### config.mk
export PLATFORM = sky130hd
export DESIGN_NAME = ex_md
export DESIGN_NICKNAME = d
export VERILOG_FILES = /design/src/rtl/ex_md.sv
export SDC_FILE = /design/constraint.sdc
export NUM_CORES = 2
export LEC_CHECK = 0
export CORE_MARGIN = 3
export CORE_UTILIZATION = 35
export CTS_CLUSTER_DIAMETER = 100
export DETAILED_ROUTE_END_ITERATION = 16
export HOLD_SLACK_MARGIN = 0.05
export PLACE_DENSITY = 0.5
export SYNTH_ARGS = -nofsm -noshare
export SYNTH_HDL_FRONTEND = slang
export SYNTH_SLANG_ARGS = --single-unit
### constraint.sdc
create_clock -name clk -period 11.34 [get_ports clk]
set_clock_uncertainty 0.05 [all_clocks]
set_input_delay 2.268 -clock clk [delete_from_list [all_inputs] [get_ports clk]]
set_output_delay 2.268 -clock clk [all_outputs]
set_load 0.01 [all_outputs]
### src/rtl/ex_md.sv
// ex_md: execute stage for RV32I/RV64I integer ops plus the M extension.
// Base ops finish in one cycle. Multiplies wait out a MUL_LAT-cycle counter.
// Divides/remainders run a one-bit-per-cycle restoring divider.
// Every result sits in an output register until mem takes it.
// Optional build macro: EX_MD_DIV_EARLY_EN. When it is defined, a divide by
// zero or a signed-overflow divide completes in a single cycle.
//
// state | meaning
// ------+-----------------------------------------------------------------
// IDLE  | accepting work; base ops load the output register directly
// MUL   | product already formed; counting down to the MUL_LAT boundary
// DIV   | restoring divider iterating, one quotient bit per cycle
module ex_md #(
  parameter int XLEN       = 32,
  parameter int MUL_LAT    = 2,
  parameter int REG_ADDR_W = 5
) (
  input  logic                  clk,
  input  logic                  rst,
  input  logic                  flush_i,
  input  logic                  valid_i,
  output logic                  ready_o,
  input  logic [XLEN-1:0]       pc_i,
  input  logic [6:0]            opcode_i,
  input  logic [2:0]            funct3_i,
  input  logic [6:0]            funct7_i,
  input  logic [XLEN-1:0]       imm_i,
  input  logic [XLEN-1:0]       rs1_data_i,
  input  logic [XLEN-1:0]       rs2_data_i,
  input  logic                  wreg_en_i,
  input  logic [REG_ADDR_W-1:0] wreg_addr_i,
  input  logic                  wmem_en_i,
  input  logic                  rmem_en_i,
  output logic                  valid_o,
  input  logic                  ready_i,
  output logic                  wmem_en_o,
  output logic                  rmem_en_o,
  output logic [XLEN-1:0]       mem_addr_o,
  output logic [2:0]            funct3_o,
  output logic                  wreg_en_o,
  output logic [REG_ADDR_W-1:0] wreg_addr_o,
  output logic [XLEN-1:0]       wreg_data_o,
  output logic                  busy_o
);

  localparam int SHW     = $clog2(XLEN);
  localparam int CNT_MAX = (XLEN > MUL_LAT) ? XLEN : MUL_LAT;
  localparam int CNT_W   = $clog2(CNT_MAX + 1);
  localparam bit MUL_ONE = (MUL_LAT == 1);

  localparam logic [1:0] ST_IDLE = 2'd0;
  localparam logic [1:0] ST_MUL  = 2'd1;
  localparam logic [1:0] ST_DIV  = 2'd2;

  localparam logic [6:0] OPC_OP     = 7'b0110011;
  localparam logic [6:0] OPC_OPIMM  = 7'b0010011;
  localparam logic [6:0] OPC_LUI    = 7'b0110111;
  localparam logic [6:0] OPC_AUIPC  = 7'b0010111;
  localparam logic [6:0] OPC_JAL    = 7'b1101111;
  localparam logic [6:0] OPC_JALR   = 7'b1100111;
  localparam logic [6:0] OPC_STORE  = 7'b0100011;
  localparam logic [6:0] FUNCT7_MD  = 7'b0000001;

  localparam logic [XLEN-1:0] XMIN = {1'b1, {(XLEN-1){1'b0}}};

  // State and counter
  logic [1:0]       state_q, state_d;
  logic [CNT_W-1:0] cnt_q, cnt_d;

  // Output register
  logic                  valid_q;
  logic                  wmem_en_q, rmem_en_q, wreg_en_q;
  logic [XLEN-1:0]       mem_addr_q, wreg_data_q;
  logic [2:0]            funct3_q;
  logic [REG_ADDR_W-1:0] wreg_addr_q;

  // Metadata of the multi-cycle op in flight
  logic                  pend_wmem_q, pend_rmem_q, pend_wreg_en_q;
  logic [XLEN-1:0]       pend_mem_addr_q, pend_res_q;
  logic [2:0]            pend_funct3_q;
  logic [REG_ADDR_W-1:0] pend_wreg_addr_q;

  // Divider state
  logic [XLEN-1:0] quo_q, rem_q, dvs_q;
  logic            neg_q_q, neg_r_q, is_rem_q, special_q;

  // Handshake and decode
  logic accept, is_m, is_mul, is_div, div_early;
  logic go_mul, go_div, accept_base, mul_done, div_done, load_out;

  assign ready_o = !rst && !flush_i && (state_q == ST_IDLE) && (!valid_q || ready_i);
  assign accept  = valid_i && ready_o;
  assign is_m    = (opcode_i == OPC_OP) && (funct7_i == FUNCT7_MD);
  assign is_mul  = is_m && !funct3_i[2];
  assign is_div  = is_m && funct3_i[2];

  // Base ALU
  logic [XLEN-1:0]        alu_b, base_res;
  logic [SHW-1:0]         shamt;
  logic signed [XLEN-1:0] sra_res;

  assign alu_b   = (opcode_i == OPC_OP) ? rs2_data_i : imm_i;
  assign shamt   = alu_b[SHW-1:0];
  assign sra_res = $signed(rs1_data_i) >>> shamt;

  // Base-op result selection; W-forms and non-writing ops fall to zero
  always_comb begin
    base_res = '0;
    case (opcode_i)
      OPC_OP, OPC_OPIMM: begin
        case (funct3_i)
          3'd0: base_res = (opcode_i == OPC_OP && funct7_i[5]) ? rs1_data_i - alu_b
                                                               : rs1_data_i + alu_b;
          3'd1: base_res = rs1_data_i << shamt;
          3'd2: base_res = {{(XLEN-1){1'b0}}, $signed(rs1_data_i) < $signed(alu_b)};
          3'd3: base_res = {{(XLEN-1){1'b0}}, rs1_data_i < alu_b};
          3'd4: base_res = rs1_data_i ^ alu_b;
          3'd5: base_res = funct7_i[5] ? sra_res : (rs1_data_i >> shamt);
          3'd6: base_res = rs1_data_i | alu_b;
          default: base_res = rs1_data_i & alu_b;
        endcase
      end
      OPC_LUI:            base_res = imm_i << 12;
      OPC_AUIPC:          base_res = pc_i + (imm_i << 12);
      OPC_JAL, OPC_JALR:  base_res = pc_i + XLEN'(4);
      OPC_STORE:          base_res = rs2_data_i;
      default:            base_res = '0;
    endcase
  end

  // Multiplier: one (XLEN+1)-bit signed multiply covers all four sign modes
  logic                     mul_a_sgn, mul_b_sgn;
  logic signed [XLEN:0]     mul_a, mul_b;
  logic signed [2*XLEN+1:0] mul_prod;
  logic [XLEN-1:0]          mul_res;
  logic                     unused_prod_bits;

  assign mul_a_sgn        = (funct3_i[1:0] != 2'b11) && rs1_data_i[XLEN-1];
  assign mul_b_sgn        = !funct3_i[1] && rs2_data_i[XLEN-1];
  assign mul_a            = {mul_a_sgn, rs1_data_i};
  assign mul_b            = {mul_b_sgn, rs2_data_i};
  assign mul_prod         = mul_a * mul_b;
  assign mul_res          = (funct3_i[1:0] == 2'b00) ? mul_prod[XLEN-1:0]
                                                     : mul_prod[2*XLEN-1:XLEN];
  assign unused_prod_bits = ^mul_prod[2*XLEN+1:2*XLEN];

  // Divide setup: magnitudes, result signs and the two corner cases
  logic            div_sgn, a_neg, b_neg, dvs_zero, div_ovf, div_special;
  logic [XLEN-1:0] a_mag, b_mag, div_spec_res;

  assign div_sgn      = !funct3_i[0];
  assign a_neg        = div_sgn && rs1_data_i[XLEN-1];
  assign b_neg        = div_sgn && rs2_data_i[XLEN-1];
  assign a_mag        = a_neg ? -rs1_data_i : rs1_data_i;
  assign b_mag        = b_neg ? -rs2_data_i : rs2_data_i;
  assign dvs_zero     = (rs2_data_i == '0);
  assign div_ovf      = div_sgn && (rs1_data_i == XMIN) && (rs2_data_i == '1);
  assign div_special  = dvs_zero || div_ovf;
  assign div_spec_res = funct3_i[1] ? (dvs_zero ? rs1_data_i : '0)
                                    : (dvs_zero ? '1 : rs1_data_i);

`ifdef EX_MD_DIV_EARLY_EN
  assign div_early = is_div && div_special;
`else
  assign div_early = 1'b0;
`endif

  assign go_mul      = accept && is_mul && !MUL_ONE;
  assign go_div      = accept && is_div && !div_early;
  assign accept_base = accept && !go_mul && !go_div;
  assign mul_done    = (state_q == ST_MUL) && (cnt_q == CNT_W'(1));
  assign div_done    = (state_q == ST_DIV) && (cnt_q == CNT_W'(1));
  assign load_out    = !flush_i && (accept_base || mul_done || div_done);

  // Restoring divider step; the last step feeds sign correction directly
  logic [XLEN:0]   rem_sh;
  logic            rem_ge;
  logic [XLEN-1:0] rem_nx, quo_nx, div_final;

  assign rem_sh    = {rem_q, quo_q[XLEN-1]};
  assign rem_ge    = rem_sh >= {1'b0, dvs_q};
  assign rem_nx    = rem_ge ? XLEN'(rem_sh - {1'b0, dvs_q}) : rem_sh[XLEN-1:0];
  assign quo_nx    = {quo_q[XLEN-2:0], rem_ge};
  assign div_final = special_q ? pend_res_q
                   : is_rem_q  ? (neg_r_q ? -rem_nx : rem_nx)
                               : (neg_q_q ? -quo_nx : quo_nx);

  // Next state and counter; flush discards whatever is in flight
  always_comb begin
    state_d = state_q;
    cnt_d   = cnt_q;
    case (state_q)
      ST_IDLE: begin
        if (go_mul) begin
          state_d = ST_MUL;
          cnt_d   = CNT_W'(MUL_LAT - 1);
        end else if (go_div) begin
          state_d = ST_DIV;
          cnt_d   = CNT_W'(XLEN);
        end
      end
      ST_MUL, ST_DIV: begin
        cnt_d = cnt_q - CNT_W'(1);
        if (cnt_q == CNT_W'(1)) state_d = ST_IDLE;
      end
      default: begin
        state_d = ST_IDLE;
        cnt_d   = '0;
      end
    endcase
    if (flush_i) begin
      state_d = ST_IDLE;
      cnt_d   = '0;
    end
  end

  // Values loaded into the output register
  logic                  in_idle;
  logic [XLEN-1:0]       res_d, mem_addr_d;
  logic                  wmem_d, rmem_d, wreg_en_d;
  logic [2:0]            funct3_d;
  logic [REG_ADDR_W-1:0] wreg_addr_d;

  assign in_idle = (state_q == ST_IDLE);

  // Pick the result source: fresh base op, finished multiply or finished divide
  always_comb begin
    res_d = base_res;
    if (state_q == ST_MUL)      res_d = pend_res_q;
    else if (state_q == ST_DIV) res_d = div_final;
    else if (is_mul)            res_d = mul_res;
    else if (div_early)         res_d = div_spec_res;
  end

  assign mem_addr_d  = in_idle ? rs1_data_i + imm_i : pend_mem_addr_q;
  assign wmem_d      = in_idle ? wmem_en_i   : pend_wmem_q;
  assign rmem_d      = in_idle ? rmem_en_i   : pend_rmem_q;
  assign wreg_en_d   = in_idle ? wreg_en_i   : pend_wreg_en_q;
  assign funct3_d    = in_idle ? funct3_i    : pend_funct3_q;
  assign wreg_addr_d = in_idle ? wreg_addr_i : pend_wreg_addr_q;

  // FSM state register
  always_ff @(posedge clk) begin
    if (rst) begin
      state_q <= ST_IDLE;
      cnt_q   <= '0;
    end else begin
      state_q <= state_d;
      cnt_q   <= cnt_d;
    end
  end

  // Output register: load on completion, drain on ready_i, hold otherwise
  always_ff @(posedge clk) begin
    if (rst) begin
      valid_q     <= 1'b0;
      wmem_en_q   <= 1'b0;
      rmem_en_q   <= 1'b0;
      wreg_en_q   <= 1'b0;
      mem_addr_q  <= '0;
      wreg_data_q <= '0;
      funct3_q    <= '0;
      wreg_addr_q <= '0;
    end else if (flush_i) begin
      valid_q <= 1'b0;
    end else if (load_out) begin
      valid_q     <= 1'b1;
      wmem_en_q   <= wmem_d;
      rmem_en_q   <= rmem_d;
      wreg_en_q   <= wreg_en_d;
      mem_addr_q  <= mem_addr_d;
      wreg_data_q <= res_d;
      funct3_q    <= funct3_d;
      wreg_addr_q <= wreg_addr_d;
    end else if (ready_i) begin
      valid_q <= 1'b0;
    end
  end

  // Capture metadata and precomputed results of a multi-cycle op at acceptance
  always_ff @(posedge clk) begin
    if (rst) begin
      pend_wmem_q      <= 1'b0;
      pend_rmem_q      <= 1'b0;
      pend_wreg_en_q   <= 1'b0;
      pend_mem_addr_q  <= '0;
      pend_res_q       <= '0;
      pend_funct3_q    <= '0;
      pend_wreg_addr_q <= '0;
    end else if (go_mul || go_div) begin
      pend_wmem_q      <= wmem_en_i;
      pend_rmem_q      <= rmem_en_i;
      pend_wreg_en_q   <= wreg_en_i;
      pend_mem_addr_q  <= rs1_data_i + imm_i;
      pend_res_q       <= is_mul ? mul_res : div_spec_res;
      pend_funct3_q    <= funct3_i;
      pend_wreg_addr_q <= wreg_addr_i;
    end
  end

  // Divider registers: seed on acceptance, then shift one bit per DIV cycle
  always_ff @(posedge clk) begin
    if (rst) begin
      quo_q     <= '0;
      rem_q     <= '0;
      dvs_q     <= '0;
      neg_q_q   <= 1'b0;
      neg_r_q   <= 1'b0;
      is_rem_q  <= 1'b0;
      special_q <= 1'b0;
    end else if (go_div) begin
      quo_q     <= a_mag;
      rem_q     <= '0;
      dvs_q     <= b_mag;
      neg_q_q   <= a_neg ^ b_neg;
      neg_r_q   <= a_neg;
      is_rem_q  <= funct3_i[1];
      special_q <= div_special;
    end else if (state_q == ST_DIV) begin
      quo_q <= quo_nx;
      rem_q <= rem_nx;
    end
  end

  assign valid_o     = valid_q;
  assign busy_o      = (state_q != ST_IDLE);
  assign wmem_en_o   = wmem_en_q;
  assign rmem_en_o   = rmem_en_q;
  assign wreg_en_o   = wreg_en_q;
  assign mem_addr_o  = mem_addr_q;
  assign wreg_data_o = wreg_data_q;
  assign funct3_o    = funct3_q;
  assign wreg_addr_o = wreg_addr_q;

endmodule

# Word-level counts from Yosys, hierarchy flattened
# Cells that the tools add are included.
# totals
register_bits	259
inputBits	158
out_inout_bits	78
wordCells	154
# op_classes
add_sub_neg	11
multipliers	1
n_lt_le_gt_ge	3
n_eq_ne	22
shifts	3
mux	37
bitwise_logic	5
reduce_logical	48
# op_table
operator	count
$mux W32	21
$pmux W32 S7	1
$pmux W32 S5	1
$neg A32 Y32	4
$add A32 B32 Y32	3
$eq A32 B32 Y1 const B	2
$lt A32 B32 Y1	2
$mul A33 B33 Y64	1
$sub A32 B32 Y32	2
$ge A33 B32 Y1	1
$add A32 B3 Y32 const B	1
$and A32 B32 Y32	1
$logic_not A32 Y1	1
$or A32 B32 Y32	1
$shl A32 B5 Y32	1
$shr A32 B5 Y32	1
$sshr A32 B5 Y32	1
$xor A32 B32 Y32	1
$eq A7 B6 Y1 const B	3
$logic_and A1 B1 Y1	21
$eq A7 B5 Y1 const B	2
$eq A7 B7 Y1 const B	2
$mux W6	2
$pmux W6 S2	1
other kinds (24)	53

# Depth between registers and ports, before layout
# depth
depth_word	13
depth_mapped	34
ltp_nobuf	31

# Least setup slack after synthesis
# No wires, ideal clock.
# synth_timing
path_type	input -> register
from	input port funct3_i[1]
to	register pend_res_q[27]
setup_time_ns	0.091
t_arrival_ns	11.149
required_ns	11.199
slack_ns	0.050
cell_stages	33
n_path_buf	5
cell_sequence	clkbuf_1 > clkbuf_1 > buf_1 > a21oi_1 > clkbuf_1 > nand2_1 > inv_1 > fa_1 > inv_1 > fa_1 > inv_1 > fa_1 > inv_1 > fa_1 > inv_1 > fa_1 > fa_1 > fa_1 > inv_1 > fa_1 > inv_1 > ha_1 > clkbuf_1 > nand2_1 > nor3_1 > and2_1 > o311ai_0 > o2111ai_1 > a31oi_1 > o21ai_0 > nor2_1 > or3b_2 > a311oi_1
# synth_between
elab_chain_len	5
# synth_lines
item	line_no	text
start, declared	25	input logic [2:0] funct3_i,
$ne A2 B2 Y1 / $logic_not A1 Y1 (equally long branches)	138, 139	
$logic_and A1 B1 Y1 (on tied branches)	138, 139	
$mul A33 B33 Y64	142	assign mul_prod = mul_a * mul_b;
$mux W32	143	assign mul_res = (funct3_i[1:0] == 2'b00) ? mul_prod[XLEN-1:0]
$mux W32 *	295	pend_res_q <= is_mul ? mul_res : div_spec_res;
end signal, assigned	295	
end, declared	79	logic [XLEN-1:0] pend_mem_addr_q, pend_res_q;
# Mark *: on every way between the ends. The rest lies on a longest branch, timed or not.
# A chain may end at the register's enable or synchronous reset.

# Worst setup path after layout
# layout_timing
from	input port rs2_data_i[1]
to	register wreg_data_q[21] (netlist: wreg_data_o[21])
# layout_between
elab_chain_len	8
# layout_lines
item	line_no	text
start, declared	29	input logic [XLEN-1:0] rs2_data_i,
parallel branches: the longest is 5 deep, another holds $mul A33 B33 Y64	n/a	
$mux W32 *	231	else if (is_mul) res_d = mul_res;
$mux W32 *	230	else if (state_q == ST_DIV) res_d = div_final;
$mux W32 *	229	if (state_q == ST_MUL) res_d = pend_res_q;
end signal, assigned	272	wreg_data_q <= res_d;
end, declared	73	logic [XLEN-1:0] mem_addr_q, wreg_data_q;
# Mark *: on every way between the ends.

==> metrics <==
clk sink count=259; dpl cell area=around 0.074 mm²; Post-CTS Repair Setup Buffers=0; Max Cap Viol=0; vias=around 65000; CP arrival=11250 ps; fin crit share=0.951; Detailed Place HPWL=276000 µm; # fillers=slightly below 20000; synth unique cells=96; HP Class=flip-flop to flip-flop; first-pass GRT wire length=approximately 480000 µm; hold path startpoint=pend_mem_addr_q[15]; Syn. warnings=0; actual slew at the worst max-slew pin=between 1000 and 1500 ps; FF-to-FF Start=rem_q[1]; post-synthesis area per instance=7.91 µm²; drc violations=0; Worst Path Max Fanout=20; Ports=~240; H-tree levels=2; die area=0.197 mm²; Resized Gates After CTS=0; Post-synth EDFFs=0; Detailed Routing Iterations Pass 1=6; ratio of cells with drive above 1 in the final layout=0.0762; antenna violations before repair=31; Crit. End Element=flip-flop; fmax=slightly above 0.09 GHz; Core ar.=about 0.19 mm²; slew margin rel.=0.132; Slew Limit Fails=0; fin nets=about 10000; asr flop ratio synth=0; Post-Route WL=around 330000 µm; # rows=160; Seq cells post-synth=roughly 260; Bufs on Longest Clock Path=3; fin area=0.0752 mm²; DR iter-0 viols=~7000; largest net degree at the start of global routing=85; Synth Net Count=roughly 10000; Seq/Total Area, Yosys=0.0772; vias in the first global route=64600; Slowest-stage cell, CP=a21oi_1; Synth Cell Area=0.0671 mm²; total CTS buffers=34; Die Height=444 µm; via/cell ratio=about 5.8; Root Buffer=clkbuf_16; routability congestion estimate=~1.0; crit path kind=input port to flip-flop; hold-fix buffers at CTS=0; CTS clk-pin slew, worst paths=roughly 70 ps; Final min period=between 10000 and 15000 ps; RSZ-0062 raised after global routing=false; Main synth FF type=dfxtp_1; Critical Path Start Type=input port; cell count after synthesis=8490; Die Wd=~440 µm; status=finished clean; top cell type's share of synthesized area=0.337; Starting Density=0.353; Routed Antenna Nets=0; routed length per placed instance=29.9 µm; Congestion Overflow GR=0; clock latency on the worst-skew pair=640 ps; Critical path origin=rs2_data_i[1]; Max stage delay on crit path=830 ps; critical path's most frequent cell=fa_1; area grow syn2layout=11.9%; CTS tree=done; GRT Overall Usage=0.335; Synth area leader=fa_1; Setup violations, final=0; TNS Setup=0 ps; Synth area leaders=fa_1 (34%), dfxtp_1 (7.7%), ha_1 (7.6%), inv_1 (7.0%), nand2_1 (6.5%); Hold Fails Final Rpt=0; PortBufs=approximately 240; CP required=between 10000 and 15000 ps
cell families (layout without fill, tap and decap cells):
| family | count (synthesis) | in the layout | share of synthesized area |
|---|---|---|---|
| compound gates | 1668 | 1668 | 0.160 |
| xor+xnor | 289 | 289 | 0.0377 |
| fa+ha+maj | 1560 | 1560 | 0.416 |
| buf+inv | 1832 | 2012 | 0.103 |
| flops | 259 | 259 | 0.0772 |
| mux | 138 | 138 | 0.0208 |
| other cells | 0 | 19 | 0 |
| simple gates | 2744 | 2744 | 0.185 |
critical path, delay by kind of cell:
kind | cells | cell delay (ps)
AOI/OAI and AO/OA | 10 | 2630
and+or+nand+nor | 2 | 140
buffers and inverters | 10 | 1720
adders and majority gates | 9 | 4470
worst paths after layout:
kind,end,slack (ps),cells after the start
max,wreg_data_o[21],560,31
min,pend_mem_addr_q[15],400,2
max reg2reg,wreg_data_o[26],4870,18
min reg2reg,pend_mem_addr_q[15],400,2
cell usage in the layout (no fill, tap or decap), types with 79 or more instances in the layout:
| cell type | netlist | final |
|---|---|---|
| nand2_1 | 1163 | 1160 |
| ha_1 | 407 | 405 |
| nor2_1 | 623 | 618 |
| xnor2_1 | 208 | 208 |
| a211oi_1 | 170 | 170 |
| fa_1 | 1130 | 1130 |
| inv_1 | 1249 | 1249 |
| a21oi_1 | 443 | 441 |
| nand3_1 | 199 | 197 |
| a21o_1 | 83 | 83 |
| clkdlybuf4s50_1 | 0 | 172 |
| buf_4 | 1 | 431 |
| xor2_1 | 81 | 81 |
| dfxtp_1 | 259 | 259 |
| and2_1 | 284 | 283 |
| o21ai_0 | 388 | 388 |
| mux2i_1 | 125 | 123 |
| o211ai_1 | 79 | 79 |
| nor3_1 | 130 | 126 |
cell usage after synthesis, drive strengths merged (65+ instances only):
library cell,n
fa,1130
inv,1252
nand2,1163
xor2,81
a21o,83
nand3,199
a21oi,443
or3,65
buf,120
and2,284
nor3,131
xnor2,208
dfxtp,259
nor2,623
o21ai,399
clkbuf,447
mux2i,125
a211oi,171
o211ai,79
ha,407
registers in the layout, indices dropped and copies added (netlist names), 2 cells and up:
register,flops
rem_q,32
quo_q,32
funct3_o,3
wreg_data_o,32
pend_funct3_q,3
cnt_q,6
state_q,2
dvs_q,32
pend_res_q,32
mem_addr_o,32
wreg_addr_o,5
pend_wreg_addr_q,5
pend_mem_addr_q,32
final cells by class:
class | count | area, µm² | area share
antenna | 19 | 47.5 | 0.000633
clock buffer | 44 | 938 | 0.0125
clock inverter | 17 | 209 | 0.00278
inverter | 1265 | 4750 | 0.0632
multi-input combinational | 6399 | 55200 | 0.735
sequential | 259 | 5180 | 0.0690
tap | 2511 | 3140 | 0.0418
timing repair buffer | 686 | 5680 | 0.0756
through the flow:
step	std cells	util	hold slack (ps)	setup WS [ps]
6_report	11200	0.395	403	557
5_1_grt	11200	0.395	416	55.0
2_1_floorplan	8490	-	382	50.2
3_5_place_dp	11100	0.388	396	64.0
3_3_place_gp	11100	0.388	391	131
4_1_cts	11200	0.394	404	646
routing by layer:
layer,routed length (µm),global-route usage,up-vias,part of all wire
li1,-,-,28000,-
met1,141000,0.459,33200,0.42
met2,144000,0.505,3309,0.43
met3,31500,0.0705,598,0.094
met4,17900,0.152,10,0.054
met5,70,0,-,0.00021
Power is not shown: default switching activity piles up to over one toggle a cycle in this logic, so the estimate is an artifact.
